--- src/rtl/game_sequencer.sv ---
// game_sequencer
//
// Top-level controller for the torpedo-versus-target game. It runs the game
// through its start, aim, shoot and end-of-game phases. It drives the load and
// update controls of the two sprite engines and captures the launch direction
// from the steering keys. It decides win or loss from collision and off-screen
// events and times the end-of-game phase with a down-counter.
//
// Ports:
//   clk, reset                      clock; asynchronous active-high reset
//   launch_key                      fire key (synchronized, debounced)
//   key_left, key_right             steering keys, sampled on launch
//   collision                       target/torpedo overlap this cycle
//   target_out, torpedo_out         sprite has left the screen
//   sprite_target_write_xy/dxy      1-cycle load pulses, target sprite
//   sprite_torpedo_write_xy/dxy     1-cycle load pulses, torpedo sprite
//   sprite_target_enable_update     target moves while high
//   sprite_torpedo_enable_update    torpedo moves while high
//   torpedo_dx                      signed torpedo x velocity (-1, 0, +1)
//   game_won                        result of the last game
//   end_of_game_timer_running       high while the end-of-game phase counts
//
// Build option:
//   GAME_SEQUENCER_AUTO_RESTART_EN  when defined, expiry of the end-of-game
//                                   timer starts a new game. When undefined,
//                                   the block parks in DONE until reset.
//
// State table:
//   START | one cycle: load both sprites, clear result and torpedo velocity
//   AIM   | target moves, torpedo waits for a launch
//   SHOOT | both sprites move until a hit or an off-screen event
//   END   | end-of-game timer counts down, sprites frozen
//   DONE  | game over, only game_won stays visible

module game_sequencer #(
    parameter int END_TIMER_WIDTH  = 24,
    parameter int END_TIMER_CYCLES = 12_500_000
) (
    input  logic       clk,
    input  logic       reset,
    input  logic       launch_key,
    input  logic       key_left,
    input  logic       key_right,
    input  logic       collision,
    input  logic       target_out,
    input  logic       torpedo_out,
    output logic       sprite_target_write_xy,
    output logic       sprite_target_write_dxy,
    output logic       sprite_torpedo_write_xy,
    output logic       sprite_torpedo_write_dxy,
    output logic       sprite_target_enable_update,
    output logic       sprite_torpedo_enable_update,
    output logic [1:0] torpedo_dx,
    output logic       game_won,
    output logic       end_of_game_timer_running
);

    typedef enum logic [2:0] {
        ST_START = 3'd0,
        ST_AIM   = 3'd1,
        ST_SHOOT = 3'd2,
        ST_END   = 3'd3,
        ST_DONE  = 3'd4
    } state_t;

    localparam logic [END_TIMER_WIDTH-1:0] END_LOAD =
        END_TIMER_WIDTH'(END_TIMER_CYCLES - 1);

    state_t                     state_q, state_d;
    logic                       boot_q, boot_d;
    logic                       launch_key_q, launch_key_d;
    logic [END_TIMER_WIDTH-1:0] end_cnt_q, end_cnt_d;
    logic                       tgt_wxy_q, tgt_wxy_d;
    logic                       tgt_wdxy_q, tgt_wdxy_d;
    logic                       tor_wxy_q, tor_wxy_d;
    logic                       tor_wdxy_q, tor_wdxy_d;
    logic                       tgt_en_q, tgt_en_d;
    logic                       tor_en_q, tor_en_d;
    logic [1:0]                 torpedo_dx_q, torpedo_dx_d;
    logic                       game_won_q, game_won_d;
    logic                       timer_run_q, timer_run_d;

    logic                       launch;
    logic                       enter_shoot;
    logic [1:0]                 launch_dx;

    assign launch = launch_key & ~launch_key_q;

    // left only -> -1, right only -> +1, none or both -> 0
    always_comb begin
        launch_dx = 2'b00;
        if (key_left && !key_right) begin
            launch_dx = 2'b11;
        end else if (key_right && !key_left) begin
            launch_dx = 2'b01;
        end
    end

    always_comb begin
        state_d      = state_q;
        boot_d       = 1'b1;
        launch_key_d = launch_key;
        end_cnt_d    = end_cnt_q;
        torpedo_dx_d = torpedo_dx_q;
        game_won_d   = game_won_q;
        enter_shoot  = 1'b0;

        // The first edge after reset release re-enters START so that its
        // load pulses become visible for one full cycle.
        if (!boot_q) begin
            state_d = ST_START;
        end else begin
            case (state_q)
                ST_START: begin
                    state_d = ST_AIM;
                end
                ST_AIM: begin
                    if (collision) begin
                        state_d    = ST_END;
                        game_won_d = 1'b1;
                    end else if (target_out) begin
                        state_d    = ST_END;
                        game_won_d = 1'b0;
                    end else if (launch) begin
                        state_d      = ST_SHOOT;
                        enter_shoot  = 1'b1;
                        torpedo_dx_d = launch_dx;
                    end
                end
                ST_SHOOT: begin
                    // A hit wins even if a sprite leaves the screen in the
                    // same cycle.
                    if (collision) begin
                        state_d    = ST_END;
                        game_won_d = 1'b1;
                    end else if (target_out || torpedo_out) begin
                        state_d    = ST_END;
                        game_won_d = 1'b0;
                    end
                end
                ST_END: begin
                    if (end_cnt_q == '0) begin
`ifdef GAME_SEQUENCER_AUTO_RESTART_EN
                        state_d = ST_START;
`else
                        state_d = ST_DONE;
`endif
                    end else begin
                        end_cnt_d = end_cnt_q - 1'b1;
                    end
                end
                ST_DONE: begin
                    state_d = ST_DONE;
                end
                default: begin
                    state_d = ST_START;
                end
            endcase
        end

        // The counter is loaded only when END is entered, so it cannot wrap.
        if (state_d == ST_END && state_q != ST_END) begin
            end_cnt_d = END_LOAD;
        end

        if (state_d == ST_START) begin
            torpedo_dx_d = 2'b00;
            game_won_d   = 1'b0;
        end
        if (state_d == ST_DONE) begin
            torpedo_dx_d = 2'b00;
        end

        // Outputs are registered from the next state, so they change on the
        // same edge as the state.
        tgt_wxy_d   = (state_d == ST_START);
        tgt_wdxy_d  = (state_d == ST_START);
        tor_wxy_d   = (state_d == ST_START);
        tor_wdxy_d  = (state_d == ST_START) || enter_shoot;
        tgt_en_d    = (state_d == ST_AIM) || (state_d == ST_SHOOT);
        tor_en_d    = (state_d == ST_SHOOT);
        timer_run_d = (state_d == ST_END);
    end

    always_ff @(posedge clk or posedge reset) begin
        if (reset) begin
            state_q      <= ST_START;
            boot_q       <= 1'b0;
            launch_key_q <= 1'b0;
            end_cnt_q    <= '0;
            tgt_wxy_q    <= 1'b0;
            tgt_wdxy_q   <= 1'b0;
            tor_wxy_q    <= 1'b0;
            tor_wdxy_q   <= 1'b0;
            tgt_en_q     <= 1'b0;
            tor_en_q     <= 1'b0;
            torpedo_dx_q <= 2'b00;
            game_won_q   <= 1'b0;
            timer_run_q  <= 1'b0;
        end else begin
            state_q      <= state_d;
            boot_q       <= boot_d;
            launch_key_q <= launch_key_d;
            end_cnt_q    <= end_cnt_d;
            tgt_wxy_q    <= tgt_wxy_d;
            tgt_wdxy_q   <= tgt_wdxy_d;
            tor_wxy_q    <= tor_wxy_d;
            tor_wdxy_q   <= tor_wdxy_d;
            tgt_en_q     <= tgt_en_d;
            tor_en_q     <= tor_en_d;
            torpedo_dx_q <= torpedo_dx_d;
            game_won_q   <= game_won_d;
            timer_run_q  <= timer_run_d;
        end
    end

    assign sprite_target_write_xy       = tgt_wxy_q;
    assign sprite_target_write_dxy      = tgt_wdxy_q;
    assign sprite_torpedo_write_xy      = tor_wxy_q;
    assign sprite_torpedo_write_dxy     = tor_wdxy_q;
    assign sprite_target_enable_update  = tgt_en_q;
    assign sprite_torpedo_enable_update = tor_en_q;
    assign torpedo_dx                   = torpedo_dx_q;
    assign game_won                     = game_won_q;
    assign end_of_game_timer_running    = timer_run_q;

endmodule

--- config.mk ---
export PLATFORM = sky130hd
export DESIGN_NAME = game_sequencer
export DESIGN_NICKNAME = d
export VERILOG_FILES = /design/src/rtl/game_sequencer.sv
export SDC_FILE = /design/constraint.sdc
export NUM_CORES = 1
export LEC_CHECK = 0
export ABC_AREA = 1
export BUFFER_PORTS_ARGS = -buffer_cell sky130_fd_sc_hd__buf_2
export CAP_MARGIN = 25
export CORE_MARGIN = 1
export CORE_UTILIZATION = 35
export DETAILED_ROUTE_END_ITERATION = 8
export PLACE_DENSITY_LB_ADDON = 0.2
export REMOVE_ABC_BUFFERS = 1
export SYNTH_ARGS = -nofsm -noshare
export SYNTH_HDL_FRONTEND = slang
export SYNTH_SLANG_ARGS = --single-unit
--- constraint.sdc ---
create_clock -name clk -period 3.1 [get_ports clk]
set_clock_uncertainty 0.1 [all_clocks]
set_input_delay 0.62 -clock clk [delete_from_list [all_inputs] [get_ports clk]]
set_output_delay 0.62 -clock clk [all_outputs]
set_load 0.02 [all_outputs]
Word level (Yosys, flattened, before mapping)
Cells that the tools add are included.
- add/subtract/negate cells: 1
- equality and inequality tests: 14
- muxes and demuxes: 33
- bitwise gates (word level): 2
- reductions and logical operators: 21
- operators by type and width (operator ; count):
    $mux W24 ; 4
    $logic_not A24 Y1 ; 1
    $sub A24 B1 Y24 const B ; 1
    $mux W3 ; 7
    $mux W2 ; 8
    $pmux W3 S5 ; 1
    $eq A3 B2 Y1 const B ; 4
    $mux W1 ; 12
    $reduce_bool A3 Y1 ; 4
    $ne A4 B4 Y1 const B ; 2
    $eq A3 B1 Y1 const B ; 2
    $eq A3 B3 Y1 const B ; 2
    $logic_not A3 Y1 ; 2
    $ne A3 B1 Y1 const B ; 2
    $reduce_bool A2 Y1 ; 3
    $reduce_and A5 Y1 ; 1
    $reduce_and A4 Y1 ; 1
    $logic_and A1 B1 Y1 ; 3
    $logic_or A1 B1 Y1 ; 3
    $ne A3 B2 Y1 const B ; 1
    $reduce_and A3 Y1 ; 1
    $logic_not A1 Y1 ; 2
    $ne A2 B1 Y1 const B ; 1
    $pmux W1 S2 ; 1
    2 further kinds ; 2
- bits in registers: 37
- bits of input ports: 8
- output and inout bits: 10

Longest topological paths before layout
- depth after elaboration: 11
- mapped depth: 11
- gate-level depth less buffers: 11

Worst setup path after synthesis
Ideal clock, no wire load.
- kind: reg-to-reg
- start point: register end_cnt_q[0]
- end point: register end_cnt_q[15]
- setup time: 0.134 ns
- data arrival time: 1.510 ns
- data required time: 2.866 ns
- path slack: 1.356 ns
- stages on the path, launching flop included: 11
- period minus slack after synthesis: 1.744 ns
- path through: dfrtp_1 inv_1 ha_1 nand2_2 nor2_4 nand3_4 nand3_2 buf_4 nor2_1 nand2_1 nand3_1
- word-level cells in the longest chain between the ends: 8
- elaborated cells on any way between the ends: 15
- classes of those cells: add/sub: 1; eq/ne: 2; mux: 7; reduce/logical: 5
- ends and longest elaborated chain (element ; line ; source):
    from (decl) ; 72 ; logic [END_TIMER_WIDTH-1:0] end_cnt_q, end_cnt_d;
    from (signal assigned) ; 204 ; end_cnt_q <= end_cnt_d;
    $logic_not A24 Y1 ; 142 ; if (end_cnt_q == '0) begin
    $mux W3 ; 142 ;
    $pmux W3 S5 ; 113 ; case (state_q)
    $mux W3 ; 110 ; if (!boot_q) begin
    $eq A3 B2 Y1 ; 162 ; if (state_d == ST_END && state_q != ST_END) begin
    $logic_and A1 B1 Y1 ; 162 ;
    $ne A2 B1 Y1 (no source line) / $reduce_bool A2 Y1 (equally long branches) ; n/a ;
    $reduce_and A3 Y1 (no source line) ; n/a ;
Parallel ways exist; a longest one is shown, timed or not. The select of a mux whose other input is x is not followed.
A chain may end at the register's enable or synchronous reset.

Worst setup path after layout
- start point: register end_cnt_q[0]
- end point: register end_cnt_q[22]
The elaborated chain is that of the path after synthesis.

==> flow_metrics.py <==
metrics = {
    "floorplanning": {
        "coreArea_sq_um": 6030,
        "io_pins": 18,
        "start_util_pct": 36.9,
        "die_w_microns": 81.7,
        "rows": 28,
        "die_h_microns": 81.7,
        "die_area_sq_um": 6680,
    },
    "placement": {
        "place_ws_ps": 1000,
        "gp_congestion": 0.822,
        "port_buffers": 17,
        "hpwl_microns": 3620,
        "placed_cells": 389,
    },
    "logic_synthesis": {
        "ys_ff_latch": 37,
        "syn_area_sq_um": 2220,
        "yosys_warnings": 0,
        "synth_flop_cell": "dfrtp_1",
        "synth-async-reset-ratio_pct": 100,
        "ys_seq_area_share_pct": 41.6,
        "synth_edf_count": 0,
        "yosysUniqueCellTypes": 33,
        "postSynthAreaPerCell_sq_um": 7.37,
        "postSynthCellCount": 302,
    },
    "sta": {
        "finalWorstSetupSlack_ps": 1050,
        "slew_headroom_pct": 52.9,
        "fin_setup_tns_ps": 0,
        "whs_ps": 296,
        "finalCritPeriodShare_pct": 66.2,
        "fin_crit_ps": 2050,
        "slew_violations": 0,
        "fmax_mhz": 487,
        "finalHoldViolCount": 0,
        "setup_violations": 0,
        "rsz0062_at_grt": "false",
        "worst_pin_slew_ps": 699,
    },
    "critical_path": {
        "crit_fanout": 24,
        "crit_type": "register to register",
        "critPathCaptureType": "register",
        "crit_chain": "inv_1 -> ha_1 -> nand2_2 -> nor2_4 -> nand3_4 -> nand3_2 -> nor2_1 -> nand2_1 -> nand2_1 -> nor2_1",
        "cpMaxStageDelayCell": "dfrtp_1",
        "cp-start-kind": "register",
        "crit_required_ps": 3180,
        "cp.arrival_ps": 2130,
        "r2r_slack_ps": 1050,
        "crit_path_max_incr_delay_ps": 370,
    },
    "cts": {
        "cts_tree": "built",
        "cts_buffers": 5,
        "cts_setup_buffers": 0,
        "cts_resized": 0,
        "ctsHoldBuffers": 0,
        "clkLatencyLatePin_ps": 290,
        "htree_levels": 2,
        "numClockSinks": 37,
        "clock_path_buffers": 2,
        "clk_pin_slew_worst_paths_ps": 80,
        "cts_root_buffer": "clkbuf_8",
    },
    "global_route": {
        "grt_pass1_vias": 1645,
        "grt_max_degree": 25,
        "antenna_found_initial": 0,
        "grt_pass1_wl_microns": 7860,
        "grtUsageTotal_pct": 15.9,
        "overflow": 0,
    },
    "route": {
        "drtIter0Drc": 84,
        "num_vias": 1881,
        "drt-pass1-iter-count": 4,
        "postRouteWirelength_microns": 4810,
        "drc_errors": 0,
        "wl_per_cell_microns": 12.1,
        "vias_per_cell": 4.74,
        "ant_nets": 0,
    },
    "layout": {
        "layoutNonFillerInstCount": 397,
        "nets": 331,
        "drive_gt1_share_pct": 15.2,
        "synthToLayoutAreaGrowth_pct": 10.1,
        "n_antenna_cell": 0,
    },
    "job": {
        "drv_cap": 0,
    },
    "power": {
        "power_density_nw_per_um2": 525,
        "power.total_mw": 1.29,
        "p_leak_nw": 1.15,
        "vdd_drop_max_uv": 258,
    },
    "worst_hold_path": {
        "min_path_type": "input port to async pin",
    },
    "status": {
        "status": "finished clean",
    },
}
==> cells in the final DEF (no fill, tap or decap), types with 3 or more instances in the layout <==
master / count
nor2_2: 5
dfrtp_1: 37
a21oi_1: 5
nand2_1: 79
nand3_1: 35
xnor2_1: 3
nand3_2: 3
inv_1: 31
nor2_1: 54
clkbuf_8: 5
nand3b_1: 4
buf_2: 17
o21ai_0: 13
==> cell type report <==
class | count | area [sq um]
inverter | 33 | 124
tap | 75 | 93.8
clock buffer | 6 | 72.6
clock inverter | 2 | 10.0
sequential | 37 | 926
fill | 658 | 3580
multi-input combinational | 226 | 1130
timing repair buffer | 18 | 92.6
==> metrics by stage <==
| step | utilization, % | cell area [sq um] |
|---|---|---|
| 3_3_place_gp | 39.3 | 2370 |
| 3_5_place_dp | 39.3 | 2370 |
| 4_1_cts | 40.6 | 2450 |
| 5_1_grt | 40.6 | 2450 |
| 6_report | 40.6 | 2450 |
| 2_1_floorplan | - | 2180 |
==> registers in the layout (all words and copies together), names as in the netlist <==
| register | flops |
|---|---|
| boot_q | 1 |
| end_cnt_q | 24 |
| end_of_game_timer_running | 1 |
| game_won | 1 |
| launch_key_q | 1 |
| sprite_target_enable_update | 1 |
| sprite_torpedo_enable_update | 1 |
| sprite_torpedo_write_dxy | 1 |
| sprite_torpedo_write_xy | 1 |
| state_q | 3 |
| torpedo_dx | 2 |
==> final timing paths <==
check                              from                 endpoint  cells after the start
setup / recovery           end_cnt_q[0]            end_cnt_q[22]                     10
hold / removal                    reset  sprite_torpedo_write_xy                      2
setup reg to reg           end_cnt_q[0]            end_cnt_q[22]                     10
hold reg to reg            end_cnt_q[0]             end_cnt_q[0]                      2
max in group asynchronous         reset             end_cnt_q[9]                      3
min in group clk             launch_key             launch_key_q                      1
==> logic make-up after synthesis <==
kind of cell | synth area share, %
simple gates | 42.1
buf+inv | 7.59
flops | 41.6
compound gates | 5.79
xor+xnor | 1.58
fa+ha+maj | 1.12
other cells | 0.169
==> critical path: cells and delay by family (launching register included) <==
| family | cells | cell delay (ps) |
|---|---|---|
| and+or+nand+nor | 8 | 1110 |
| adders and majority gates | 1 | 280 |
| DFF | 1 | 370 |
| buffers and inverters | 1 | 100 |
==> cell usage after synthesis (all sizes together) (2+ instances only) <==
master	n	area (sq um)
nand2	84	352
inv	33	124
a21boi	2	15.0
dfrtp	37	926
xnor2	3	26.3
o21ai	13	65.1
nor3	3	26.3
or2	2	12.5
ha	2	25.0
a21oi	6	41.3
nand3b	4	30.0
nand3	40	240
nor2	61	256
buf	5	41.3
==> per-layer routing <==
layer	GRT usage [%]	share of wire (%)	wire length [microns]
met5	0	0	0
met4	5.61	1.2	57
met3	3.33	2.0	98
met2	23.5	44	2120
met1	22.6	53	2540
==> report_power, final <==
part           total (mW)  switching, mW  internal [mW]
clock               0.328          0.172          0.156
sequential          0.624         0.0793          0.545
combinational       0.334          0.218          0.116
total                1.29          0.470          0.817
Note: power is estimated with default switching activity, not from simulation.
